`config.mk`:
```
export PLATFORM = sky130hd
export DESIGN_NAME = spike_synapse_decoder
export DESIGN_NICKNAME = d
export VERILOG_FILES = /design/src/rtl/spike_synapse_decoder.sv
export SDC_FILE = /design/constraint.sdc
export NUM_CORES = 1
export LEC_CHECK = 0
export CORE_MARGIN = 3
export CORE_UTILIZATION = 51
export CTS_CLUSTER_SIZE = 16
export DETAILED_ROUTE_END_ITERATION = 7
export GPL_ROUTABILITY_DRIVEN = 0
export PLACE_DENSITY = 0.78
export SYNTH_ARGS = -nofsm -noshare
export SYNTH_HDL_FRONTEND = slang
export SYNTH_SLANG_ARGS = --single-unit
```
`constraint.sdc`:
```
create_clock -name clk -period 2.4 [get_ports clk]
set_input_delay 0.48 -clock clk [delete_from_list [all_inputs] [get_ports clk]]
set_output_delay 0.48 -clock clk [all_outputs]
set_load 0.02 [all_outputs]
```
`src/rtl/spike_synapse_decoder.sv`:
```
// Synapse receiver: turns a presynaptic spike train into a leaky weighted current
// and a windowed spike-rate count delivered over a valid/ack handshake.
module spike_synapse_decoder #(
  parameter int WINDOW      = 16,
  parameter int DECAY_SHIFT = 2
) (
  input  logic       clk,
  input  logic       reset,
  input  logic       spike_in,
  input  logic [4:0] weight,
  output logic [4:0] current,
  output logic [4:0] rate,
  output logic       rate_valid,
  input  logic       rate_ack,
  output logic       overrun
);

  localparam int DATA_W = 5;
  localparam int WCNT_W = $clog2(WINDOW);
  localparam logic [WCNT_W-1:0] WLAST   = WCNT_W'(WINDOW - 1);
  localparam logic [DATA_W-1:0] SAT_MAX = '1;

  typedef enum logic {IDLE = 1'b0, HOLD = 1'b1} state_t;

  state_t              state, state_nxt;
  logic [WCNT_W-1:0]   wcnt;
  logic [DATA_W-1:0]   acc;
  logic [DATA_W:0]     wadd_p0;
  logic [DATA_W:0]     sum_p0;
  logic [DATA_W:0]     acc_sum_p0;
  logic                wend_p0;

  // All intermediate sums stay below 64, so bit DATA_W alone flags overflow past 31.
  function automatic logic [DATA_W-1:0] sat5(input logic [DATA_W:0] v);
    return v[DATA_W] ? SAT_MAX : v[DATA_W-1:0];
  endfunction

  // A shifted leak of 0 on a nonzero trace is forced to 1 so the trace always reaches 0.
  function automatic logic [DATA_W-1:0] leak_of(input logic [DATA_W-1:0] c);
    logic [DATA_W-1:0] l;
    l = c >> DECAY_SHIFT;
    if ((l == '0) && (c != '0))
      l = DATA_W'(1);
    return l;
  endfunction

  // Stage p0: combinational update terms from the current state and this cycle's spike
  assign wadd_p0    = spike_in ? {1'b0, weight} : '0;
  assign sum_p0     = {1'b0, current} - {1'b0, leak_of(current)} + wadd_p0;
  assign acc_sum_p0 = {1'b0, acc} + {{DATA_W{1'b0}}, spike_in};
  assign wend_p0    = (wcnt == WLAST);

  always_ff @(posedge clk) begin
    if (reset)
      state <= IDLE;
    else
      state <= state_nxt;
  end

  always_comb begin
    state_nxt = state;
    case (state)
      IDLE:    if (wend_p0) state_nxt = HOLD;
      HOLD:    if (rate_ack && !wend_p0) state_nxt = IDLE;
      default: state_nxt = IDLE;
    endcase
  end

  always_comb begin
    rate_valid = (state == HOLD);
  end

  // Stage p1: registered outputs and window bookkeeping
  always_ff @(posedge clk) begin
    if (reset) begin
      current <= '0;
      rate    <= '0;
      overrun <= 1'b0;
      wcnt    <= '0;
      acc     <= '0;
    end else begin
      current <= sat5(sum_p0);
      if (wend_p0) begin
        rate <= sat5(acc_sum_p0);
        acc  <= '0;
        wcnt <= '0;
      end else begin
        acc  <= sat5(acc_sum_p0);
        wcnt <= wcnt + WCNT_W'(1);
      end
      if ((state == HOLD) && wend_p0 && !rate_ack)
        overrun <= 1'b1;
    end
  end

endmodule

```
==> impl_metrics.tcl <==
set metrics [dict create \
    status "complete, no violations" \
    slew_headroom_pct 65.2 \
    grt_pass1_vias 1058 \
    placed_cell_area_um2 1470 \
    track_usage_pct 21.5 \
    dp_worst_setup_slack_ns -0.417 \
    drt_iter0_drc 27 \
    crit_path_frequent_cell "inv_1" \
    path_clk_slew_ns 0.11 \
    grt_pass1_wl_um 4520 \
    area_growth_pct 31.8 \
    rsz0062_at_grt "no" \
    grt_overflow 0 \
    stdcell_area_um2 1580 \
    min_from "wcnt[0]" \
    drc 0 \
    clock.fmax_mhz 437 \
    ys_seq_area_share_pct 35.1 \
    timing.final.crit_share_pct 95.4 \
    hold_viol 0 \
    first_pass_iters 4 \
    crit_start "weight[0]" \
    p_leak_uw 0.000682 \
    die_h_um 54.5 \
    cts_tree "built" \
    min_period_ns 2.29 \
    critPathBufInv 3 \
    antenna_cells 0 \
    p_per_area_nw_per_um2 1460 \
    clkLatencyLatePin_ns 0.31 \
    detail_route.wl_per_cell_um 14.1 \
    die_x_um 54.5 \
    boundaryPins 21 \
    critPathCaptureType "flip-flop" \
    critPathKind "input pin to flip-flop" \
    peakVddDrop_mv 1.26 \
    nets 194 \
    drtAntennaViolNets 0 \
    cp_max_fo 2 \
    fin_cells 197 \
    cts_buffers 3 \
    syn-num-nets 163 \
    rows 16 \
    num-fill-cells 158 \
    clock_sinks 21 \
    path_delay_family "adder cells" \
    port_buffers 20 \
    syn_area_um2 1200 \
    drv_slew 0 \
    drive_gt1_share_pct 18.2 \
    crit_required_ns 2.59 \
    postSynthCellCount 140 \
    power.total_uw 2300 \
    final_cell_mix "nor2_1 (22), dfxtp_1 (20), clkdlybuf4s50_1 (18)" \
    yosysWarnings 0 \
    num_vias 1094 \
    antenna_found_initial 0 \
    cts_buffer_depth 2 \
    dpl.hpwl_um 2100 \
    setup_violations 0 \
    fp.coreArea_um2 2080 \
    die_area_um2 2970 \
    cts_max_level 1 \
    grt_max_degree 13 \
    start_kind "input pin" \
    critical_path.slowest_cell "clkdlybuf4s50_1" \
    r2r-start "current[3]" \
    final_common_cell "nor2_1" \
    hp-class "flip-flop to flip-flop" \
    cap_violations 0 \
    path_cells "clkdlybuf4s50_1, nand2_1, ha_1, inv_1, ha_2, inv_1, fa_2, nand2b_4, a21oi_2, xnor2_1, o221ai_1" \
    vias_per_cell 5.55 \
    fin_ws_ns 0.111 \
    start_util_pct 57.5 \
    finClkSkew_ns 0.00433 \
    netlist-cell-type-count 39 \
    tightest_slew_ns 0.522 \
    ys_ff_latch 21 \
    cp.arrival_ns 2.48 \
    routed_wirelength_um 2780 \
    dp_cells 191 \
    root_buffer "clkbuf_4" \
    max_stage_delay_ns 0.46 \
    avgSynthCellArea_um2 8.55 \
]
==> final timing paths <==
path	endpoint	slack, ns	depth (start not counted)
worst max register to register	current[4]	0.16	8
worst min register to register	wcnt[0]	0.47	1
worst min-delay path	wcnt[0]	0.47	1
worst max-delay path	current[4]	0.11	11
==> metrics by stage <==
step | utilization (%) | hold slack [ns] | setup TNS (ns)
floorplan | - | 0.418 | 0
global placement | 70.7 | 0.428 | -1.39
CTS | 74.4 | 0.476 | 0
detailed placement | 70.7 | 0.459 | -1.65
finish | 75.8 | 0.470 | 0
global route | 75.8 | 0.507 | 0
==> power by group <==
group          internal [µW]  switching [µW]
sequential               406            53.7
combinational            837             835
clock                   62.3             106
==> registers in the layout (all words and copies together), names as in the netlist <==
name	cells
acc	5
current	5
overrun	1
rate	5
rate_valid	1
wcnt	4
==> cell type report <==
cell class	instances	area (µm²)	area share, %
timing repair buffer	30	280	17.8
multi-input combinational	101	762	48.3
clock buffer	3	22.5	1.43
sequential	21	422	26.7
clock inverter	1	5.00	0.317
tap	27	33.8	2.14
inverter	14	52.6	3.33
==> synthesized netlist by cell type (all sizes together) <==
library cell | instances | area [µm²]
nor2 | 22 | 82.6
dfxtp | 21 | 420
inv | 14 | 52.6
nand2 | 12 | 47.6
ha | 11 | 138
a21oi | 6 | 33.8
nand2b | 5 | 31.3
nand3 | 5 | 25.0
a211oi | 4 | 30.0
xnor2 | 4 | 35.0
fa | 3 | 60.1
a21o | 2 | 15.0
and2 | 2 | 13.8
buf | 2 | 10.0
clkbuf | 2 | 8.75
nand4 | 2 | 12.5
nor2b | 2 | 12.5
nor3 | 2 | 10.0
nor4 | 2 | 18.8
o21ai | 2 | 10.0
xor2 | 2 | 17.5
a21boi | 1 | 7.51
a311oi | 1 | 8.76
a31oi | 1 | 6.26
a41oi | 1 | 8.76
and2b | 1 | 7.51
and3 | 1 | 6.26
and4 | 1 | 11.3
mux2i | 1 | 10.0
nor4b | 1 | 15.0
o211ai | 1 | 7.51
o21a | 1 | 7.51
o221ai | 1 | 8.76
o31ai | 1 | 7.51
==> cell families (layout without fill, tap and decap cells) <==
| kind of cell | Yosys count | count (layout) | synth area share, % |
|---|---|---|---|
| fa+ha+maj | 14 | 14 | 16.5 |
| mux | 1 | 1 | 0.836 |
| flops | 21 | 21 | 35.1 |
| simple gates | 58 | 58 | 24.6 |
| buf+inv | 18 | 48 | 5.96 |
| xor+xnor | 6 | 6 | 4.39 |
| compound gates | 22 | 22 | 12.6 |
==> worst reg2reg max path: cells and delay by family, from the launching register on <==
kind                     cells  cell delay [ns]
buffers and inverters        2             0.15
AO/OA/AOI/OAI                2             0.28
adder cells (fa/ha/maj)      2             0.98
flip-flops                   1             0.43
XOR/XNOR                     1             0.13
AND/OR/NAND/NOR              1             0.16
==> timing repair <==
item / 4_1_cts / 5_1_grt
pin swaps: 3 / 7
setup buffers: 2 / 0
setup endpoints to repair: 2 / 4
resized for setup: 9 / 7
hold buffers: 0 / 0
==> per-layer routing <==
| metal | share of wire [%] | vias to the layer above | track usage, % |
|---|---|---|---|
| li1 | - | 533 | - |
| met1 | 41 | 524 | 25.5 |
| met2 | 52 | 31 | 38.6 |
| met3 | 5.6 | 6 | 3.54 |
| met4 | 1.6 | 0 | 7.47 |
| met5 | 0 | - | 0 |
Power figures use the tool's default switching activity.
